### config.mk
export PLATFORM = sky130hd
export DESIGN_NAME = io_port_adapter_flat
export DESIGN_NICKNAME = d
export VERILOG_FILES = /design/src/rtl/io_port_adapter_if.sv /design/src/rtl/io_port_adapter.sv /design/src/flat_wrapper.sv
export SDC_FILE = /design/constraint.sdc
export NUM_CORES = 1
export LEC_CHECK = 0
export CORE_UTILIZATION = 40
export CTS_BUF_LIST = sky130_fd_sc_hd__clkbuf_2
export CTS_CLUSTER_SIZE = 30
export DETAILED_ROUTE_END_ITERATION = 6
export GPL_TIMING_DRIVEN = 0
export PLACE_DENSITY_LB_ADDON = 0.1
export SETUP_SLACK_MARGIN = 0.02
export SLEW_MARGIN = 40
export SYNTH_ARGS = -nofsm -noshare
export SYNTH_HDL_FRONTEND = slang
export SYNTH_SLANG_ARGS = --single-unit
### constraint.sdc
create_clock -name sys_clk -period 2.24 [get_ports sys_clk]
set_input_delay 0.336 -clock sys_clk [delete_from_list [all_inputs] [get_ports sys_clk]]
set_output_delay 0.336 -clock sys_clk [all_outputs]
set_load 0.005 [all_outputs]
### src/rtl/io_port_adapter_if.sv
// io_port_adapter_if: CPU I/O bus strobes plus TX sink and RX source handshakes
interface io_port_adapter_if;
    logic       IO_clk_e;
    logic       IO_clk_s;
    logic       IO_input_or_output;
    logic       IO_data_or_address;
    logic [7:0] bus_in;
    logic [7:0] bus_out;
    logic       bus_drive;
    logic       selected;
    logic [7:0] tx_data;
    logic       tx_valid;
    logic       tx_ready;
    logic [7:0] rx_data;
    logic       rx_valid;
    logic       rx_ready;

    modport slave (
        input  IO_clk_e, IO_clk_s, IO_input_or_output, IO_data_or_address, bus_in,
        input  tx_ready, rx_data, rx_valid,
        output bus_out, bus_drive, selected, tx_data, tx_valid, rx_ready
    );

    modport master (
        output IO_clk_e, IO_clk_s, IO_input_or_output, IO_data_or_address, bus_in,
        output tx_ready, rx_data, rx_valid,
        input  bus_out, bus_drive, selected, tx_data, tx_valid, rx_ready
    );
endinterface

### src/rtl/io_port_adapter.sv
// io_port_adapter: addressable I/O device with select register, TX FIFO and RX FIFO
module io_port_adapter #(
    parameter logic [7:0] DEV_ADDR   = 8'h0F,
    parameter int         FIFO_DEPTH = 4
) (
    input logic              sys_clk,
    input logic              reset,
    io_port_adapter_if.slave io
);
    localparam int AW = $clog2(FIFO_DEPTH);
    localparam int CW = AW + 1;

    logic          s_prev_q, e_prev_q, selected_q, tx_ovf_q;
    logic          selected_d, tx_ovf_d;
    logic [7:0]    tx_mem_q [FIFO_DEPTH];
    logic [7:0]    rx_mem_q [FIFO_DEPTH];
    logic [AW-1:0] tx_wp_q, tx_rp_q, rx_wp_q, rx_rp_q;
    logic [AW-1:0] tx_wp_d, tx_rp_d, rx_wp_d, rx_rp_d;
    logic [CW-1:0] tx_cnt_q, rx_cnt_q, tx_cnt_d, rx_cnt_d;
    logic          s_rise, e_fall, is_out, is_addr;
    logic          tx_full, tx_empty, tx_pop, tx_req, tx_push, ovf_set;
    logic          rx_full, rx_empty, rx_push, rx_pop;
    logic [4:0]    rx_cnt5;
    logic [7:0]    status, rx_head;

    // Edge detection, FIFO handshakes and status word
    always_comb begin
        is_out   = io.IO_input_or_output;
        is_addr  = io.IO_data_or_address;
        s_rise   = io.IO_clk_s & ~s_prev_q;
        e_fall   = ~io.IO_clk_e & e_prev_q;
        tx_full  = tx_cnt_q == CW'(FIFO_DEPTH);
        tx_empty = tx_cnt_q == '0;
        rx_full  = rx_cnt_q == CW'(FIFO_DEPTH);
        rx_empty = rx_cnt_q == '0;
        tx_pop   = ~tx_empty & io.tx_ready;
        tx_req   = s_rise & is_out & ~is_addr & selected_q;
        // A full TX FIFO still accepts a byte when the sink frees a slot this cycle
        tx_push  = tx_req & (~tx_full | tx_pop);
        ovf_set  = tx_req & tx_full & ~tx_pop;
        rx_push  = io.rx_valid & ~rx_full;
        rx_pop   = e_fall & ~is_out & ~is_addr & ~rx_empty;
        rx_cnt5  = 5'(rx_cnt_q);
        rx_head  = rx_empty ? 8'h00 : rx_mem_q[rx_rp_q];
        status   = {~rx_empty, tx_full, tx_ovf_q, tx_empty, rx_cnt5[4] ? 4'hF : rx_cnt5[3:0]};
    end

    // Next-state values for select, overflow flag, pointers and counts
    always_comb begin
        selected_d = (s_rise & is_out & is_addr) ? (io.bus_in == DEV_ADDR) : selected_q;
        tx_ovf_d   = ovf_set ? 1'b1 : (e_fall & ~is_out & is_addr) ? 1'b0 : tx_ovf_q;
        tx_wp_d    = tx_push ? tx_wp_q + AW'(1) : tx_wp_q;
        tx_rp_d    = tx_pop  ? tx_rp_q + AW'(1) : tx_rp_q;
        rx_wp_d    = rx_push ? rx_wp_q + AW'(1) : rx_wp_q;
        rx_rp_d    = rx_pop  ? rx_rp_q + AW'(1) : rx_rp_q;
        tx_cnt_d   = tx_cnt_q + CW'(tx_push) - CW'(tx_pop);
        rx_cnt_d   = rx_cnt_q + CW'(rx_push) - CW'(rx_pop);
    end

    // Control state with synchronous reset; FIFO contents are discarded via pointers
    always_ff @(posedge sys_clk) begin
        if (reset) begin
            s_prev_q   <= 1'b0;
            e_prev_q   <= 1'b0;
            selected_q <= 1'b0;
            tx_ovf_q   <= 1'b0;
            tx_wp_q    <= '0;
            tx_rp_q    <= '0;
            tx_cnt_q   <= '0;
            rx_wp_q    <= '0;
            rx_rp_q    <= '0;
            rx_cnt_q   <= '0;
        end else begin
            s_prev_q   <= io.IO_clk_s;
            e_prev_q   <= io.IO_clk_e;
            selected_q <= selected_d;
            tx_ovf_q   <= tx_ovf_d;
            tx_wp_q    <= tx_wp_d;
            tx_rp_q    <= tx_rp_d;
            tx_cnt_q   <= tx_cnt_d;
            rx_wp_q    <= rx_wp_d;
            rx_rp_q    <= rx_rp_d;
            rx_cnt_q   <= rx_cnt_d;
        end
    end

    // FIFO storage writes; stale entries are unreachable once pointers reset
    always_ff @(posedge sys_clk) begin
        if (!reset && tx_push) tx_mem_q[tx_wp_q] <= io.bus_in;
        if (!reset && rx_push) rx_mem_q[rx_wp_q] <= io.rx_data;
    end

    assign io.selected  = selected_q;
    assign io.bus_drive = io.IO_clk_e & ~is_out & selected_q;
    assign io.bus_out   = io.bus_drive ? (is_addr ? status : rx_head) : 8'h00;
    assign io.tx_valid  = ~tx_empty;
    assign io.tx_data   = tx_empty ? 8'h00 : tx_mem_q[tx_rp_q];
    assign io.rx_ready  = ~rx_full;
endmodule

### src/flat_wrapper.sv
// flat-port wrapper written by rule: the top's interface ports become plain ports
module io_port_adapter_flat 
#(
    parameter logic [7:0] DEV_ADDR   = 8'h0F,
    parameter int         FIFO_DEPTH = 4
)
  (sys_clk, reset, io_IO_clk_e, io_IO_clk_s, io_IO_input_or_output, io_IO_data_or_address, io_bus_in, io_tx_ready, io_rx_data, io_rx_valid, io_bus_out, io_bus_drive, io_selected, io_tx_data, io_tx_valid, io_rx_ready);
  io_port_adapter_if io_i ();
  input logic sys_clk;
  input logic reset;
  input wire logic [$bits(io_i.IO_clk_e)-1:0] io_IO_clk_e;
  input wire logic [$bits(io_i.IO_clk_s)-1:0] io_IO_clk_s;
  input wire logic [$bits(io_i.IO_input_or_output)-1:0] io_IO_input_or_output;
  input wire logic [$bits(io_i.IO_data_or_address)-1:0] io_IO_data_or_address;
  input wire logic [$bits(io_i.bus_in)-1:0] io_bus_in;
  input wire logic [$bits(io_i.tx_ready)-1:0] io_tx_ready;
  input wire logic [$bits(io_i.rx_data)-1:0] io_rx_data;
  input wire logic [$bits(io_i.rx_valid)-1:0] io_rx_valid;
  output wire logic [$bits(io_i.bus_out)-1:0] io_bus_out;
  output wire logic [$bits(io_i.bus_drive)-1:0] io_bus_drive;
  output wire logic [$bits(io_i.selected)-1:0] io_selected;
  output wire logic [$bits(io_i.tx_data)-1:0] io_tx_data;
  output wire logic [$bits(io_i.tx_valid)-1:0] io_tx_valid;
  output wire logic [$bits(io_i.rx_ready)-1:0] io_rx_ready;
  assign io_i.IO_clk_e = io_IO_clk_e;
  assign io_i.IO_clk_s = io_IO_clk_s;
  assign io_i.IO_input_or_output = io_IO_input_or_output;
  assign io_i.IO_data_or_address = io_IO_data_or_address;
  assign io_i.bus_in = io_bus_in;
  assign io_i.tx_ready = io_tx_ready;
  assign io_i.rx_data = io_rx_data;
  assign io_i.rx_valid = io_rx_valid;
  assign io_bus_out = io_i.bus_out;
  assign io_bus_drive = io_i.bus_drive;
  assign io_selected = io_i.selected;
  assign io_tx_data = io_i.tx_data;
  assign io_tx_valid = io_i.tx_valid;
  assign io_rx_ready = io_i.rx_ready;
  io_port_adapter #(.DEV_ADDR(DEV_ADDR), .FIFO_DEPTH(FIFO_DEPTH)) u_core (.sys_clk(sys_clk), .reset(reset), .io(io_i));
endmodule
==> metrics.md <==
| Metric | Value |
|---|---|
| Outcome | `finished, violations left` |
| Violated checks | `setup timing` |
| Layout area overhead | `27.6%` |
| FF+latch count, synth | `86` |
| Top Layer Used | `met4` |
| Post-Synth Simple-Gate Area | `10.5%` |
| CTS tree | `yes` |
| Worst vdd ir | `374 µV` |
| Hold Path Class | `in2reg` |
| Max-slew violations | `0` |
| Warnings, synthesis | `0` |
| Synth Cell Area | `0.00360 mm²` |
| CP peak stage delay | `0.49 ns` |
| Die ar. | `0.00939 mm²` |
| Total number of vias | `2,147` |
| Syn Nets | `268` |
| Starting density of the core | `41.3%` |
| Total track usage | `16.0%` |
| Critical path type | `reg2out` |
| H-Tree Level Count | `3` |
| Wire length on met3 | `247 µm` |
| Highest Clock Rate | `0.432 GHz` |
| Gpl congestion | `0.719` |
| Crit path DAT | `1.98 ns` |
| First-pass GRT wire length | `11,300 µm` |
| Vias per cell | `5.16` |
| Die Ht | `96.9 µm` |
| Wirelength per Cell | `16.9 µm` |
| Pre-antenna DRT Iters | `4` |
| Min Tclk post-route | `2.32 ns` |
| DRT Wirelength | `7040 µm` |
| Die X | `96.9 µm` |
| Worst path bufs/invs | `3` |
| Setup violations, final | `7` |
| Filler instances | `749` |
| CTS Buf Count | `9` |
| CP endpoint kind | `output pin` |
| Register area share after synthesis | `65.6%` |
| P_leak | `1.68 nW` |
| M1 WL | `2980 µm` |
| Clock Skews | `0.0172 ns` |
| Number of flops mapped to enable cells by yosys | `64` |
| Area share of fa/ha/maj cells after synthesis | `5.28%` |
| Synth cell types | `38` |
| Compound-Gate Fraction of Synth Area | `3.72%` |
| Relative slew margins | `48.5%` |
| Final Total Pwr | `3.84 mW` |
| CTS root buf | `clkbuf_2` |
| Setup crit start kind | `flop` |
| Clock Path Buffers | `2` |
| Antenna violations before repair | `0` |
| FFs w/ async S/R, synth | `0%` |
| ANT cells | `0` |
| Largest net degree at the start of global routing | `16` |
| IO Pins | `44` |
| Tcrit/Tclk final | `103%` |
| Hold Fails Final Rpt | `0` |
| Layout cell share with drive strength beyond 1 | `36.0%` |
| Setup ws final | `-0.0765 ns` |
| Post-DP HPWL | `4740 µm` |
| Most used DFF post-synth | `edfxtp_1` |
| Final ANT Viol Nets | `0` |
| GRT overflow | `0` |
| Clock sink total | `86` |
| Placed insts | `381` |
| Required @ worst endpoint | `1.90 ns` |
| Largest family of logic cells by synthesized area | `multiplexers` |
| Fin cells | `416` |
| Number of global-route vias before repair | `2,179` |
| Worst slew pin tran | `0.772 ns` |
| RSZ-0062 raised after global routing | `yes` |
| DRC viols | `0` |
| Core area | `0.00872 mm²` |
| PD cells | `836 mW/mm²` |
| CP top delay family | `multiplexers` |
| Worst path cell trace | `buf_8, buf_4, mux4_2, a32o_1, buf_2` |
| Xor/xnor share of the synthesized area | `1.22%` |
| Syn Inst Count | `230` |
| # rows | `34` |
| Mux cell area share after synthesis | `10.9%` |
| Clk pin slew, worst setup/hold paths | `0.22 ns` |
| Largest fanout on the critical path | `7` |
| Metal2 WL | `3720 µm` |
| Worst skew pair latency | `0.52 ns` |
| CP max-delay cell | `mux4_2` |
| Max_cap viols | `0` |
| Port bufs | `43` |
| Nets@finish | `341` |
| Syn_area_per_cell | `15.7 µm²` |
| Number of DRC markers in iteration 0 | `42` |
-- cell families after synthesis --
| group | count (synthesis) |
|---|---|
| flops | 86 |
| compound gates | 19 |
| fa+ha+maj | 14 |
| mux | 19 |
| simple gates | 61 |
| xor+xnor | 5 |
| buf+inv | 26 |
-- metrics by stage --
step,hold slack (ns),setup TNS [ns],utilization [%],cell area [µm²],setup WS [ns]
3_3_place_gp,0.486,-31.28,47.8,4170,-0.794
4_1_cts,0.376,-0.801,50.5,4400,-0.133
2_1_floorplan,0.435,0,-,3600,0.0316
3_5_place_dp,0.498,-17.48,48.1,4190,-0.702
6_report,0.413,-0.384,52.7,4600,-0.0765
5_1_grt,0.349,-2.27,52.7,4600,-0.223
-- power by group --
| group | switching, mW | internal [mW] | total, mW |
|---|---|---|---|
| combinational | 0.506 | 0.697 | 1.20 |
| clock | 0.526 | 0.148 | 0.674 |
| sequential | 0.137 | 1.83 | 1.97 |
-- registers in the layout, summed over array words and instances (netlist names), named ones only --
| register | cells |
|---|---|
| u_core.e_prev_q | 1 |
| u_core.io.selected | 1 |
| u_core.rx_cnt_q | 3 |
| u_core.rx_mem_q | 32 |
| u_core.rx_rp_q | 2 |
| u_core.rx_wp_q | 2 |
| u_core.s_prev_q | 1 |
| u_core.tx_cnt_q | 3 |
| u_core.tx_mem_q | 32 |
| u_core.tx_ovf_q | 1 |
| u_core.tx_rp_q | 2 |
| u_core.tx_wp_q | 2 |
-- cells in the final DEF (no fill, tap or decap), types with 4 or more instances in the layout --
| cell | instances |
|---|---|
| inv_1 | 15 |
| nor2b_1 | 9 |
| clkinv_2 | 4 |
| buf_6 | 8 |
| and2_1 | 5 |
| edfxtp_1 | 64 |
| dfxtp_1 | 12 |
| clkbuf_2 | 9 |
| o21ai_0 | 4 |
| mux4_2 | 16 |
| buf_2 | 16 |
| buf_4 | 12 |
| a21oi_1 | 6 |
| nor2_1 | 11 |
| nor3b_4 | 4 |
| nor3_4 | 4 |
| ha_1 | 12 |
| dfxtp_2 | 8 |
| clkdlybuf4s50_1 | 25 |
| nor2b_4 | 5 |
| a32o_1 | 4 |
-- synthesized netlist by cell type, types with 3 or more instances --
master	n	share of area [%]
edfxtp_1	64	53
dfxtp_1	22	12
ha_1	12	4.2
nor3b_1	5	1.0
a32o_1	6	1.7
o21ai_0	4	0.56
nor2_1	12	1.3
inv_1	17	1.8
xor2_1	3	0.73
nor2b_1	14	2.4
clkbuf_1	4	0.42
mux4_2	16	10
and2_1	6	1.0
nor3_1	7	0.97
a21oi_1	6	0.83
-- routing by layer --
metal,track usage [%],vias up
met5,0,-
met4,5.28,0
met3,5.06,10
met2,26.7,42
met1,19.8,1082
li1,-,1013
-- final cells by class --
type	count	area (µm²)	area share, %
flip-flops and latches	86	2380	51.8
multi-input cells	118	1320	28.7
repair buffers	64	552	12.0
well taps	108	135	2.94
inverters	18	68.8	1.50
clock inverters	7	48.8	1.06
plain buffers	6	48.8	1.06
clock buffers	9	45.0	0.980
-- final timing paths --
| path | end | slack, ns | cells past startpoint | start |
|---|---|---|---|---|
| hold reg to reg | u_core.tx_ovf_q | 0.50 | 2 | u_core.io.selected |
| hold / removal | u_core.e_prev_q | 0.41 | 2 | io_IO_clk_e |
| setup reg to reg | u_core.rx_cnt_q[2] | 0.07 | 10 | u_core.e_prev_q |
| setup / recovery | io_bus_out[4] | -0.08 | 5 | flop |
-- repair_timing --
| action | 4_1_cts | 5_1_grt |
|---|---|---|
| resized for setup | 95 | 30 |
| endpoints found under the hold margin | 0 | 0 |
| endpoints found under the setup margin | 22 | 50 |
| pin swaps | 9 | 3 |
| hold buffers | 0 | 0 |
| buffers inserted | 12 | 9 |
(Power assumes the default switching activity.)
